File: config.mk
export PLATFORM = sky130hd
export DESIGN_NAME = alu_mdu_seq_flat
export DESIGN_NICKNAME = d
export VERILOG_FILES = /design/src/rtl/alu_mdu_seq_if.sv /design/src/rtl/alu_mdu_seq.sv /design/src/flat_wrapper.sv
export SDC_FILE = /design/constraint.sdc
export NUM_CORES = 1
export LEC_CHECK = 0
export CAP_MARGIN = 20
export CORE_AREA = 2 2 286 288
export CTS_CLUSTER_DIAMETER = 60
export CTS_CLUSTER_SIZE = 40
export DETAILED_ROUTE_END_ITERATION = 12
export DIE_AREA = 0 0 288 290
export GPL_TIMING_DRIVEN = 0
export PLACE_DENSITY = 0.48
export SYNTH_ARGS = -nofsm -noshare
export SYNTH_HDL_FRONTEND = slang
export SYNTH_SLANG_ARGS = --single-unit
File: constraint.sdc
create_clock -name clk -period 10.15 [get_ports clk]
set_input_delay 1.015 -clock clk [delete_from_list [all_inputs] [get_ports clk]]
set_output_delay 1.015 -clock clk [all_outputs]
set_load 0.02 [all_outputs]
File: src/rtl/alu_mdu_seq_if.sv
// Request/result bundle for alu_mdu_seq: request handshake, operands, flush and
// the result handshake with its sum/overflow payload.
interface alu_mdu_seq_if #(
  parameter int XLEN = 32
) ();
  logic            in_valid;
  logic            in_ready;
  logic [4:0]      op;
  logic [XLEN-1:0] r1;
  logic [XLEN-1:0] r2;
  logic            flush;
  logic            out_valid;
  logic            out_ready;
  logic [XLEN-1:0] sum;
  logic            overflow;

  modport master (
    output in_valid, op, r1, r2, flush, out_ready,
    input  in_ready, out_valid, sum, overflow
  );

  modport slave (
    input  in_valid, op, r1, r2, flush, out_ready,
    output in_ready, out_valid, sum, overflow
  );
endinterface

File: src/rtl/alu_mdu_seq.sv
// Sequential ALU with a one-cycle integer datapath and an iterative
// multiply/divide unit (shift-add multiply, restoring divide, one bit per cycle).
module alu_mdu_seq #(
  parameter int XLEN  = 32,
  parameter int CNT_W = $clog2(XLEN) + 1
) (
  input logic         clk,
  input logic         rst,
  alu_mdu_seq_if.slave bus
);
  localparam int SH_W = $clog2(XLEN);

  typedef enum logic [1:0] {IDLE, BUSY, DONE} state_t;

  state_t            state_reg, state_next;
  logic [CNT_W-1:0]  cnt_reg;
  logic [2:0]        mdu_op_reg;
  logic [XLEN-1:0]   a_reg;
  logic [XLEN-1:0]   hi_reg;
  logic [XLEN-1:0]   lo_reg;
  logic [XLEN-1:0]   dsr_reg;
  logic              neg_q_reg;
  logic              neg_r_reg;
  logic              div_zero_reg;
  logic [XLEN-1:0]   sum_reg;
  logic              ovf_reg;

  logic              accept;
  logic              is_mdu;
  logic              last_iter;
  logic              ready_int;
  logic              valid_int;

  assign is_mdu    = (bus.op[4:3] == 2'b10);
  assign accept    = bus.in_valid && (state_reg == IDLE) && !bus.flush;
  assign last_iter = (cnt_reg == CNT_W'(XLEN - 1));

  always_ff @(posedge clk) begin
    if (rst) state_reg <= IDLE;
    else     state_reg <= state_next;
  end

  always_comb begin
    state_next = state_reg;
    ready_int  = 1'b0;
    valid_int  = 1'b0;
    case (state_reg)
      IDLE: begin
        ready_int = 1'b1;
        if (accept) state_next = is_mdu ? BUSY : DONE;
      end
      BUSY: begin
        if (last_iter) state_next = DONE;
      end
      DONE: begin
        valid_int = 1'b1;
        if (bus.out_ready) state_next = IDLE;
      end
      default: state_next = IDLE;
    endcase
    if (bus.flush) state_next = IDLE;
  end

  assign bus.in_ready  = ready_int;
  assign bus.out_valid = valid_int;
  assign bus.sum       = sum_reg;
  assign bus.overflow  = ovf_reg;

  // Single-cycle operations, evaluated straight from the request inputs.
  logic [XLEN-1:0] add_res, sub_res, alu_res;
  logic            alu_ovf;
  logic [SH_W-1:0] shamt;

  assign add_res = bus.r1 + bus.r2;
  assign sub_res = bus.r1 - bus.r2;
  assign shamt   = bus.r2[SH_W-1:0];

  always_comb begin
    alu_res = '0;
    alu_ovf = 1'b0;
    case (bus.op)
      5'h00: begin
        alu_res = add_res;
        alu_ovf = (bus.r1[XLEN-1] == bus.r2[XLEN-1]) && (add_res[XLEN-1] != bus.r1[XLEN-1]);
      end
      5'h01: begin
        alu_res = sub_res;
        alu_ovf = (bus.r1[XLEN-1] != bus.r2[XLEN-1]) && (sub_res[XLEN-1] != bus.r1[XLEN-1]);
      end
      5'h02: alu_res = ~bus.r1;
      5'h03: alu_res = bus.r1 & bus.r2;
      5'h04: alu_res = bus.r1 | bus.r2;
      5'h05: alu_res = bus.r1 ^ bus.r2;
      5'h06: alu_res = {{(XLEN-1){1'b0}}, ($signed(bus.r1) < $signed(bus.r2))};
      5'h07: alu_res = {{(XLEN-1){1'b0}}, (bus.r1 < bus.r2)};
      5'h08: alu_res = bus.r1 << shamt;
      5'h09: alu_res = bus.r1 >> shamt;
      5'h0A: alu_res = XLEN'($signed(bus.r1) >>> shamt);
      default: ;
    endcase
  end

  // The iterative unit works on magnitudes; signs are reapplied at the end.
  logic            a_sgn, b_sgn, a_neg, b_neg;
  logic [XLEN-1:0] a_mag, b_mag;

  always_comb begin
    a_sgn = (bus.op[2:0] == 3'd1) || (bus.op[2:0] == 3'd2) ||
            (bus.op[2:0] == 3'd4) || (bus.op[2:0] == 3'd6);
    b_sgn = (bus.op[2:0] == 3'd1) || (bus.op[2:0] == 3'd4) || (bus.op[2:0] == 3'd6);
    a_neg = a_sgn && bus.r1[XLEN-1];
    b_neg = b_sgn && bus.r2[XLEN-1];
    a_mag = a_neg ? -bus.r1 : bus.r1;
    b_mag = b_neg ? -bus.r2 : bus.r2;
  end

  logic [XLEN:0]     mul_sum, div_rs, div_diff;
  logic [XLEN-1:0]   hi_step, lo_step, quo, rem, fin_res;
  logic [2*XLEN-1:0] prod, prod_fin;

  always_comb begin
    mul_sum  = {1'b0, hi_reg} + {1'b0, (lo_reg[0] ? dsr_reg : {XLEN{1'b0}})};
    div_rs   = {hi_reg, lo_reg[XLEN-1]};
    div_diff = div_rs - {1'b0, dsr_reg};
    if (mdu_op_reg[2]) begin
      hi_step = div_diff[XLEN] ? div_rs[XLEN-1:0] : div_diff[XLEN-1:0];
      lo_step = {lo_reg[XLEN-2:0], ~div_diff[XLEN]};
    end else begin
      hi_step = mul_sum[XLEN:1];
      lo_step = {mul_sum[0], lo_reg[XLEN-1:1]};
    end
    // Final result is formed from the last iteration's output directly.
    prod     = {hi_step, lo_step};
    prod_fin = neg_q_reg ? -prod : prod;
    quo      = neg_q_reg ? -lo_step : lo_step;
    rem      = neg_r_reg ? -hi_step : hi_step;
    case (mdu_op_reg)
      3'd0:       fin_res = prod_fin[XLEN-1:0];
      3'd1, 3'd2,
      3'd3:       fin_res = prod_fin[2*XLEN-1:XLEN];
      3'd4, 3'd5: fin_res = div_zero_reg ? {XLEN{1'b1}} : quo;
      default:    fin_res = div_zero_reg ? a_reg : rem;
    endcase
  end

  always_ff @(posedge clk) begin
    if (rst) begin
      cnt_reg      <= '0;
      mdu_op_reg   <= '0;
      a_reg        <= '0;
      hi_reg       <= '0;
      lo_reg       <= '0;
      dsr_reg      <= '0;
      neg_q_reg    <= 1'b0;
      neg_r_reg    <= 1'b0;
      div_zero_reg <= 1'b0;
      sum_reg      <= '0;
      ovf_reg      <= 1'b0;
    end else begin
      if (state_reg == BUSY) begin
        hi_reg  <= hi_step;
        lo_reg  <= lo_step;
        cnt_reg <= cnt_reg + CNT_W'(1);
        if (last_iter) begin
          sum_reg <= fin_res;
          ovf_reg <= 1'b0;
        end
      end
      if (accept) begin
        mdu_op_reg   <= bus.op[2:0];
        a_reg        <= bus.r1;
        hi_reg       <= '0;
        lo_reg       <= a_mag;
        dsr_reg      <= b_mag;
        neg_q_reg    <= a_neg ^ b_neg;
        neg_r_reg    <= a_neg;
        div_zero_reg <= (bus.r2 == '0);
        cnt_reg      <= '0;
        if (!is_mdu) begin
          sum_reg <= alu_res;
          ovf_reg <= alu_ovf;
        end
      end
    end
  end
endmodule
File: src/flat_wrapper.sv
// flat-port wrapper written by rule: the top's interface ports become plain ports
module alu_mdu_seq_flat 
#(
  parameter int XLEN  = 32,
  parameter int CNT_W = $clog2(XLEN) + 1
)
  (clk, rst, bus_in_valid, bus_op, bus_r1, bus_r2, bus_flush, bus_out_ready, bus_in_ready, bus_out_valid, bus_sum, bus_overflow);
  alu_mdu_seq_if #(.XLEN(XLEN)) bus_i ();
  input logic clk;
  input logic rst;
  input wire logic [$bits(bus_i.in_valid)-1:0] bus_in_valid;
  input wire logic [$bits(bus_i.op)-1:0] bus_op;
  input wire logic [$bits(bus_i.r1)-1:0] bus_r1;
  input wire logic [$bits(bus_i.r2)-1:0] bus_r2;
  input wire logic [$bits(bus_i.flush)-1:0] bus_flush;
  input wire logic [$bits(bus_i.out_ready)-1:0] bus_out_ready;
  output wire logic [$bits(bus_i.in_ready)-1:0] bus_in_ready;
  output wire logic [$bits(bus_i.out_valid)-1:0] bus_out_valid;
  output wire logic [$bits(bus_i.sum)-1:0] bus_sum;
  output wire logic [$bits(bus_i.overflow)-1:0] bus_overflow;
  assign bus_i.in_valid = bus_in_valid;
  assign bus_i.op = bus_op;
  assign bus_i.r1 = bus_r1;
  assign bus_i.r2 = bus_r2;
  assign bus_i.flush = bus_flush;
  assign bus_i.out_ready = bus_out_ready;
  assign bus_in_ready = bus_i.in_ready;
  assign bus_out_valid = bus_i.out_valid;
  assign bus_sum = bus_i.sum;
  assign bus_overflow = bus_i.overflow;
  alu_mdu_seq #(.XLEN(XLEN), .CNT_W(CNT_W)) u_core (.clk(clk), .rst(rst), .bus(bus_i));
endmodule
# ---- Yosys cells after proc, flatten, opt, wreduce, memory -nomap -nowiden
# Index checks and enable logic that the tools add are counted.
dict set report totals {
  ff_bits 175
  out_inout_bits 35
}
dict set report classes {
  order_cmp 2
  n_eq_ne 30
  n_addsub 10
  shift 3
  muxes 31
  n_reduce_logical 22
  bitwise 6
}
# cell count
set ops {}
lappend ops {{2-to-1 mux 32 bit} 16}
lappend ops {{case mux 32 bit (11 select lines)} 1}
lappend ops {{negation 32 bit} 4}
lappend ops {{case mux 32 bit (3 select lines)} 1}
lappend ops {{< comparator 32 bit} 2}
lappend ops {{2-to-1 mux 64 bit} 1}
lappend ops {{negation 64 bit} 1}
lappend ops {{adder 32 x 32 -> 33 bit} 1}
lappend ops {{subtractor 33 x 32 -> 33 bit} 1}
lappend ops {{adder 32 bit} 1}
lappend ops {{bitwise AND 32 bit} 1}
lappend ops {{zero test 32 bit} 1}
lappend ops {{NOT 32 bit} 1}
lappend ops {{bitwise OR 32 bit} 1}
lappend ops {{left shift 32 x 5 -> 32 bit} 1}
lappend ops {{>> shifter 32 x 5 -> 32 bit} 1}
lappend ops {{>>> shifter 32 x 5 -> 32 bit} 1}
lappend ops {{subtractor 32 bit} 1}
lappend ops {{bitwise XOR 32 bit} 1}
lappend ops {{== test 5 x 3 -> 1 bit (second input constant)} 4}
lappend ops {{== test 5 x 4 -> 1 bit (second input constant)} 3}
lappend ops {{== test 3 bit (second input constant)} 4}
lappend ops {{== test 5 x 2 -> 1 bit (second input constant)} 2}
lappend ops {{== test 3 x 2 -> 1 bit (second input constant)} 3}
lappend ops {{26 further kinds} 50}

# ---- Depth between registers and ports, before layout
# Gate-level depths: netlist (run 1).
dict set report logic_depth {
  word_depth 11
  ltp_mapped 24
  depth_no_buf 23
}

# ---- Worst setup path after synthesis (run 1)
# OpenSTA, ideal clock, no wires.
dict set report synth_timing {
  kind {register to register}
  from {reg u_core.lo_reg[31]}
  to {reg u_core.sum_reg[8] (netlist: u_core.bus.sum[8])}
  arrival_time_ps 4958
  setup_slack_ps 5058
  period_less_slack_ps 5092
  path_stages_with_launch 25
  required_time_ps 10017
  cell_sequence {dfxtp_1 > inv_1 > ha_1 > inv_1 > fa_1 > a211oi_2 > o211a_1 > o31a_1 > nand2_2 > a211o_2 > buf_4 > nand3_1 > nand2_1 > inv_1 > ha_1 > o21ai_0 > or3_1 > or3_1 > or3_1 > clkbuf_1 > o41ai_2 > xnor2_1 > o211ai_1 > a21oi_1 > nor4_1}
}
dict set report synth_via {
  elab_chain_len 11
  elab_cells_between_ends 18
}
# item line_no
set synth_lines {}
lappend synth_lines {{from (decl)} alu_mdu_seq.sv:20} ;# logic [XLEN-1:0] lo_reg;
lappend synth_lines {{from (signal assigned)} alu_mdu_seq.sv:162} ;# lo_reg <= lo_step;
lappend synth_lines {{from (signal assigned)} alu_mdu_seq.sv:173} ;# lo_reg <= a_mag;
lappend synth_lines {{subtractor 33 x 32 -> 33 bit} alu_mdu_seq.sv:124} ;# div_diff = div_rs - {1'b0, dsr_reg};
lappend synth_lines {{2-to-1 mux 32 bit or NOT 1 bit (tied branches)} {alu_mdu_seq.sv:126, alu_mdu_seq.sv:127}}
lappend synth_lines {{2-to-1 mux 32 bit} alu_mdu_seq.sv:125} ;# if (mdu_op_reg[2]) begin
lappend synth_lines {{negation 32 bit (on tied branches)} {alu_mdu_seq.sv:136, alu_mdu_seq.sv:135}}
lappend synth_lines {{2-to-1 mux 32 bit (on tied branches)} {alu_mdu_seq.sv:136, alu_mdu_seq.sv:135}}
lappend synth_lines {{2-to-1 mux 32 bit (on tied branches)} {alu_mdu_seq.sv:142, alu_mdu_seq.sv:141}}
lappend synth_lines {{case mux 32 bit (3 select lines) (*)} alu_mdu_seq.sv:137} ;# case (mdu_op_reg)
lappend synth_lines {{2-to-1 mux 32 bit (*)} alu_mdu_seq.sv:164} ;# if (last_iter) begin
lappend synth_lines {{2-to-1 mux 32 bit (*)} alu_mdu_seq.sv:160} ;# if (state_reg == BUSY) begin
lappend synth_lines {{2-to-1 mux 32 bit} alu_mdu_seq.sv:179} ;# if (!is_mdu) begin
lappend synth_lines {{2-to-1 mux 32 bit (*)} alu_mdu_seq.sv:169} ;# if (accept) begin
lappend synth_lines {{to (signal assigned)} alu_mdu_seq.sv:165} ;# sum_reg <= fin_res;
lappend synth_lines {{to (signal assigned)} alu_mdu_seq.sv:180} ;# sum_reg <= alu_res;
lappend synth_lines {{to (decl)} alu_mdu_seq.sv:25} ;# logic [XLEN-1:0] sum_reg;
# Every way passes the cells marked *; elsewhere a longest branch is shown, timed or not.
# A chain may end at the register's enable or synchronous reset.

# ---- Final worst setup path (run 1)
dict set report layout_timing {
  from {in bus_r2[2]}
  to {reg u_core.sum_reg[31] (netlist: u_core.bus.sum[31])}
}
dict set report layout_via {
  elab_chain_len 4
  elab_cells_between_ends 8
}
# item line_no
set layout_lines {}
lappend layout_lines {{from (decl)} flat_wrapper.sv:14} ;# input wire logic [$bits(bus_i.r2)-1:0] bus_r2;
lappend layout_lines {{subtractor 32 bit, or another cell as far along} alu_mdu_seq.sv:75} ;# assign sub_res = bus.r1 - bus.r2;
lappend layout_lines {{case mux 32 bit (11 select lines) (*)} alu_mdu_seq.sv:81} ;# case (bus.op)
lappend layout_lines {{2-to-1 mux 32 bit (*)} alu_mdu_seq.sv:179}
lappend layout_lines {{2-to-1 mux 32 bit (*)} alu_mdu_seq.sv:169}
# Marked as above.

==> results of run 1 <==
[stage by stage]
step,cells,area [um^2]
global route,4726,27000
detailed placement,4692,26400
floorplan,3517,24000
CTS,4723,27000
finish,4729,27100
global placement,4683,26400
[cell type report]
type	count	area [um^2]
Clock inverter	13	145
Multi-Input combinational cell	2930	18900
Buffer	257	1000
Fill cell	9048	53100
Clock buffer	18	439
Antenna cell	4	10.0
Timing Repair Buffer	117	1130
Sequential cell	175	3500
Inverter	155	582
Tap cell	1060	1330
[where the power goes]
| part | switching (uW) | total [uW] | leakage (uW) | internal, uW |
|---|---|---|---|---|
| logic | 843 | 1210 | 0.00839 | 369 |
| registers | 51.4 | 772 | 0.00143 | 721 |
| clock network | 351 | 705 | 0.000281 | 354 |
[worst max-delay path by stage]
stage                                          to  cells after the start                            from
floorplan            u_core.bus.sum[8]$_SDFF_PP0_                     24  u_core.lo_reg[31]$_SDFFE_PP0P_
global placement    u_core.bus.sum[21]$_SDFF_PP0_                      8                       bus_flush
detailed placement  u_core.bus.sum[31]$_SDFF_PP0_                     19                       bus_r2[2]
CTS                 u_core.bus.sum[31]$_SDFF_PP0_                     19                       bus_r2[2]
global route        u_core.bus.sum[30]$_SDFF_PP0_                     20                       bus_r2[2]
finish              u_core.bus.sum[31]$_SDFF_PP0_                     19                       bus_r2[2]
[per-layer routing]
layer	vias up	wire length, um	GRT usage
li1	13183	-	-
met1	14496	60000	0.453
met2	1959	63700	0.526
met3	412	15200	0.0629
met4	8	11700	0.220
met5	-	51	0
[critical path: stages]
cell             delay, ns
clkdlybuf4s50_1       0.43
clkbuf_1              0.23
inv_2                 0.23
buf_1                 0.53
buf_1                 0.83
ha_1                  0.41
a21o_1                0.20
a21oi_1               0.10
o21ai_0               0.53
a31oi_1               0.29
o311ai_0              0.84
nand3_1               0.20
a2111oi_0             0.77
nor2_1                0.16
o21ai_0               0.54
a311oi_1              0.24
o41ai_1               0.47
buf_2                 0.29
o21ai_1               0.08
[synth_stat cells (all sizes together), types with 45 or more instances]
| master | number | area share |
|---|---|---|
| inv | 155 | 0.024 |
| nor3 | 109 | 0.023 |
| dfxtp | 175 | 0.15 |
| nor2 | 394 | 0.062 |
| a211oi | 96 | 0.031 |
| buf | 57 | 0.011 |
| xor2 | 53 | 0.019 |
| clkbuf | 200 | 0.031 |
| o21ai | 281 | 0.059 |
| a21oi | 354 | 0.074 |
| and2 | 49 | 0.013 |
| o211ai | 45 | 0.014 |
| nand2 | 400 | 0.063 |
| nand3 | 51 | 0.011 |
| xnor2 | 113 | 0.041 |
| mux2i | 105 | 0.044 |
| ha | 166 | 0.087 |
[layout by cell type (no fill, tap or decap), drive strengths merged, types with 96 or more instances in the layout]
master,count
xnor2,113
ha,166
mux2i,105
nand2,400
clkbuf,219
nor3,109
a211oi,96
clkdlybuf4s50,106
o21ai,281
a21oi,354
inv,163
dfxtp,175
nor2,394
[kinds of logic after synthesis]
logic type,after synthesis
fa+ha+maj,170
buf+inv,412
xor+xnor,166
mux,131
simple gates,1232
compound gates,1231
flops,175
==> impl_metrics.json, run 1 <==
{
  "vias_per_cell": 6.36,
  "clkSinkCount": 175,
  "power.density_mw_per_mm2": 99.4,
  "p_leak_uw": 0.0101,
  "syn_area_mm2": 0.0240,
  "port_buffers": 106,
  "setup_viol_count_final": 0,
  "rsz0062_at_grt": "no",
  "drt_pass1_iterations": 6,
  "arrival_ns": 8.43,
  "drc_errors": 0,
  "post-cts-setup-buffers": 0,
  "violations": "slew limit",
  "reg2reg_depth": 24,
  "synth_warnings": 0,
  "r2r_end": "u_core.bus.sum[28]$_SDFF_PP0_",
  "drive_gt1_frac": 0.0439,
  "ir_drop_v": 0.0000938,
  "cts_root_buf": "clkbuf_16",
  "wl_per_cell_um": 31.8,
  "synthFlopType": "dfxtp_1",
  "path_clk_slew_ns": 0.07,
  "fp-row-count": 104,
  "finalHoldViolations": 0,
  "period_share": 0.795,
  "synth_simple_gate_area_frac": 0.237,
  "worst_pin_slew_ns": 1.54,
  "synth_edf_count": 0,
  "synthMuxAreaShare": 0.0614,
  "final_max_slew_viol_count": 1,
  "critical_path_required_ns": 10.51,
  "place_congestion": 1.07,
  "grt_pass1_vias": 27727,
  "numCtsBuffers": 17,
  "yosysUniqueCellTypes": 108,
  "crit_path_end_kind": "flop",
  "post-route-util": 0.338,
  "core_region_area_mm2": 0.0802,
  "fin_worst_skew_ns": 0.0156,
  "grt_pass1_wl_mm": 210,
  "synth_adder_area_share": 0.0900,
  "wl_mm": 151,
  "cts_tree": "done",
  "worstHoldStart": "u_core.a_reg[8]$_SDFFE_PP0P_",
  "die_height_um": 290,
  "totalPowerFinal_uw": 2690,
  "min_path_type": "flop to flop",
  "startpoint_type": "input port",
  "whs_ns": 0.461,
  "setup_tns_ns": 0,
  "r2r_start": "u_core.lo_reg[31]$_SDFFE_PP0P_",
  "status": "finished, violations left",
  "seq_area_frac_synth": 0.146,
  "synth_xor_area_frac": 0.0607,
  "cts_hold_buf": 0,
  "num_vias": 30058,
  "dp_slack_ns": 2.10,
  "syn_nets": 3761,
  "start_util": 0.299,
  "reg2reg_slack_ns": 2.63,
  "overflow": 0,
  "clock.fmax_mhz": 124,
  "ios": 109,
  "fin_ws_ns": 2.08,
  "nNetsFinal": 3897,
  "drt_iter0_markers": 3954,
  "clockBufferDepth": 2,
  "worst_hold_path.endpoint": "u_core.a_reg[8]$_SDFFE_PP0P_",
  "min_delay_path_depth": 2,
  "ctsResizeCount": 0,
  "drtAntennaViolNets": 0,
  "dp_hpwl_mm": 121,
  "synth_top_family_by_area": "compound AO/OA/AOI/OAI gates",
  "die_area_mm2": 0.0835,
  "syn_inst": 3517,
  "yosys_register_bits": 175,
  "synthArstFlopShare": 0,
  "critPathKind": "input port to flop",
  "maxCapViolCount": 0,
  "syn_to_final_growth_pct": 12.9,
  "relSlewSlack": -0.0245,
  "synth_compound_area_frac": 0.338,
  "grt_max_degree": 18,
  "h-tree-depth": 4,
  "fin_crit_ns": 8.07,
  "cp_max_fo": 11,
  "antenna_found_initial": 7,
  "syn_avg_cell_area_um2": 6.81,
  "fp.dieW_um": 288,
  "track_usage": 0.348,
  "insertion_delay_ns": 0.48
}
Note: power is estimated with default switching activity, not from simulation.
==> run 2: changes to the inputs <==
- PLACE_DENSITY: 0.48 -> 0.5
- clock period: 10.15 -> 7.2 ns (I/O delays scaled with it)
==> impl_metrics.json, run 2 (synthesis results as in run 1) <==
{
  "status": "completed",
  "vias_per_cell": 6.32,
  "rsz0062_at_grt": "no",
  "grt_pass1_vias": 28144,
  "insertion_delay_ns": 0.48,
  "cpMostUsedCell": "o21ai_0",
  "fin_crit_ns": 7.15,
  "final_common_cell": "nand2_1",
  "wl_per_cell_um": 32.7,
  "min_path_type": "flop to flop",
  "port_buffers": 106,
  "grt_pass1_wl_mm": 215,
  "dp_hpwl_mm": 126,
  "path_delay_family": "compound AO/OA/AOI/OAI gates",
  "wl_mm": 155,
  "maxCapViolCount": 0,
  "ir_drop_v": 0.000164,
  "setup_viol_count_final": 0,
  "core_region_area_mm2": 0.0802,
  "final_cell_mix": "398 x nand2_1, 393 x nor2_1, 352 x a21oi_1, 269 x o21ai_0, 199 x clkbuf_1",
  "die_height_um": 290,
  "die_area_mm2": 0.0835,
  "crit_path_max_incr_delay_ns": 0.71,
  "clkSinkCount": 175,
  "worst_pin_slew_ns": 1.37,
  "power.density_mw_per_mm2": 140,
  "ios": 109,
  "clockBufferDepth": 2,
  "fillers": 9034,
  "drc_errors": 0,
  "drtAntennaViolNets": 0,
  "syn_to_final_growth_pct": 13.1,
  "critPathKind": "input port to flop",
  "drt_iter0_markers": 3921,
  "overflow": 0,
  "place_congestion": 1.07,
  "crit_chain": "clkdlybuf4s50_1 -> clkbuf_1 -> inv_2 -> buf_1 -> clkdlybuf4s15_2 -> ha_1 -> o21ai_0 -> a31oi_1 -> a211oi_1 -> a211o_1 -> a21oi_1 -> o211ai_1 -> a21oi_1 -> nor2_1 -> nor2_1 -> o31a_1 -> o21ai_0 -> o21ai_0 -> nor4_1",
  "start_util": 0.299,
  "fp-row-count": 104,
  "fin_area_mm2": 0.0271,
  "clock.fmax_mhz": 140,
  "finalHoldViolations": 0,
  "antenna_found_initial": 7,
  "final_max_slew_viol_count": 0,
  "crit_slowest_cell": "nor4_1",
  "relSlewSlack": 0.0841,
  "grt_max_degree": 20,
  "p_leak_uw": 0.0101,
  "path_buf_inv": 5,
  "track_usage": 0.357,
  "arrival_ns": 7.43,
  "numCtsBuffers": 17,
  "critical_path_required_ns": 7.48,
  "crit_path_end_kind": "flop",
  "num_vias": 29926,
  "drive_gt1_frac": 0.0445,
  "startpoint_type": "input port",
  "path_clk_slew_ns": 0.08,
  "period_share": 0.993,
  "fp.dieW_um": 288,
  "fin_worst_skew_ns": 0.0302,
  "drt_pass1_iterations": 7,
  "h-tree-depth": 4,
  "cp_max_fo": 11,
  "nNetsFinal": 3898,
  "dpl_cell_area_mm2": 0.0264,
  "post-route-util": 0.338,
  "cts_tree": "done",
  "cts_root_buf": "clkbuf_16"
}
[run 2: area by class of cell]
cell class,count,area (um^2),share of cell area
Antenna cell,6,15.0,0.000554
Buffer,257,1010,0.0374
Clock buffer,18,429,0.0158
Clock inverter,14,170,0.00628
Inverter,155,582,0.0215
Multi-Input combinational cell,2930,18900,0.698
Sequential cell,175,3500,0.129
Tap cell,1060,1330,0.0489
Timing Repair Buffer,118,1140,0.0420
[run 2: through the flow]
stage	TNS, ns	hold slack, ns	setup slack [ns]	total power, uW	instances
3_3_place_gp	-3.69	0.447	-0.775	2760	4683
3_5_place_dp	-2.39	0.452	-0.784	2740	4692
5_1_grt	0	0.478	0.0229	3900	4727
4_1_cts	0	0.462	0.0820	3720	4724
2_1_floorplan	0	0.431	2.11	2050	3517
6_report	0	0.466	0.0472	3790	4733
[run 2: final timing paths]
kind,start,end,slack [ns],depth (start not counted)
setup / recovery,bus_r2[2],u_core.bus.sum[29]$_SDFF_PP0_,0.05,19
hold / removal,u_core.a_reg[12]$_SDFFE_PP0P_,u_core.a_reg[12]$_SDFFE_PP0P_,0.47,2
setup reg to reg,u_core.dsr_reg[0]$_SDFFE_PP0P_,u_core.bus.sum[28]$_SDFF_PP0_,0.11,23
hold reg to reg,u_core.a_reg[12]$_SDFFE_PP0P_,u_core.a_reg[12]$_SDFFE_PP0P_,0.47,2
[run 2: power breakdown]
group | switching, uW | leakage (uW) | internal (uW) | total [uW]
logic | 1200 | 0.00840 | 521 | 1720
clock network | 511 | 0.000290 | 470 | 980
registers | 71.0 | 0.00143 | 1020 | 1090
total | 1780 | 0.0101 | 2010 | 3790
[run 2: repair_timing]
| item | in CTS | in global routing |
|---|---|---|
| hold buffers | 0 | 0 |
| resized for setup | 3 | 10 |
| hold endpoints to repair | 0 | 0 |
| setup buffers | 0 | 0 |
| endpoints found under the setup margin | 2 | 3 |
[run 2: worst reg2reg max path, cell delays in order (launching register included)]
cell and delay [ns]:
dfxtp_1 0.61, ha_1 0.26, inv_1 0.05, fa_1 0.44, a211oi_2 0.27, o211a_1 0.30
o31a_1 0.31, nand2_2 0.14, a211o_2 0.42, buf_4 0.23, nand3_1 0.32, nand2_1 0.20
inv_1 0.09, ha_1 0.16, o21ai_0 0.20, or3_1 0.51, or3_1 0.44, or3_1 0.53
nand2_1 0.19, nor4b_2 0.50, a31oi_1 0.19, xnor2_1 0.17, a211oi_1 0.32, o21ai_0 0.12
[run 2: per-layer routing]
metal,share of wire,global-route usage,vias up
met3,0.094,0.0647,418
met2,0.43,0.551,1887
li1,-,-,13189
met1,0.40,0.455,14428
met5,0.00021,0,-
met4,0.076,0.230,4
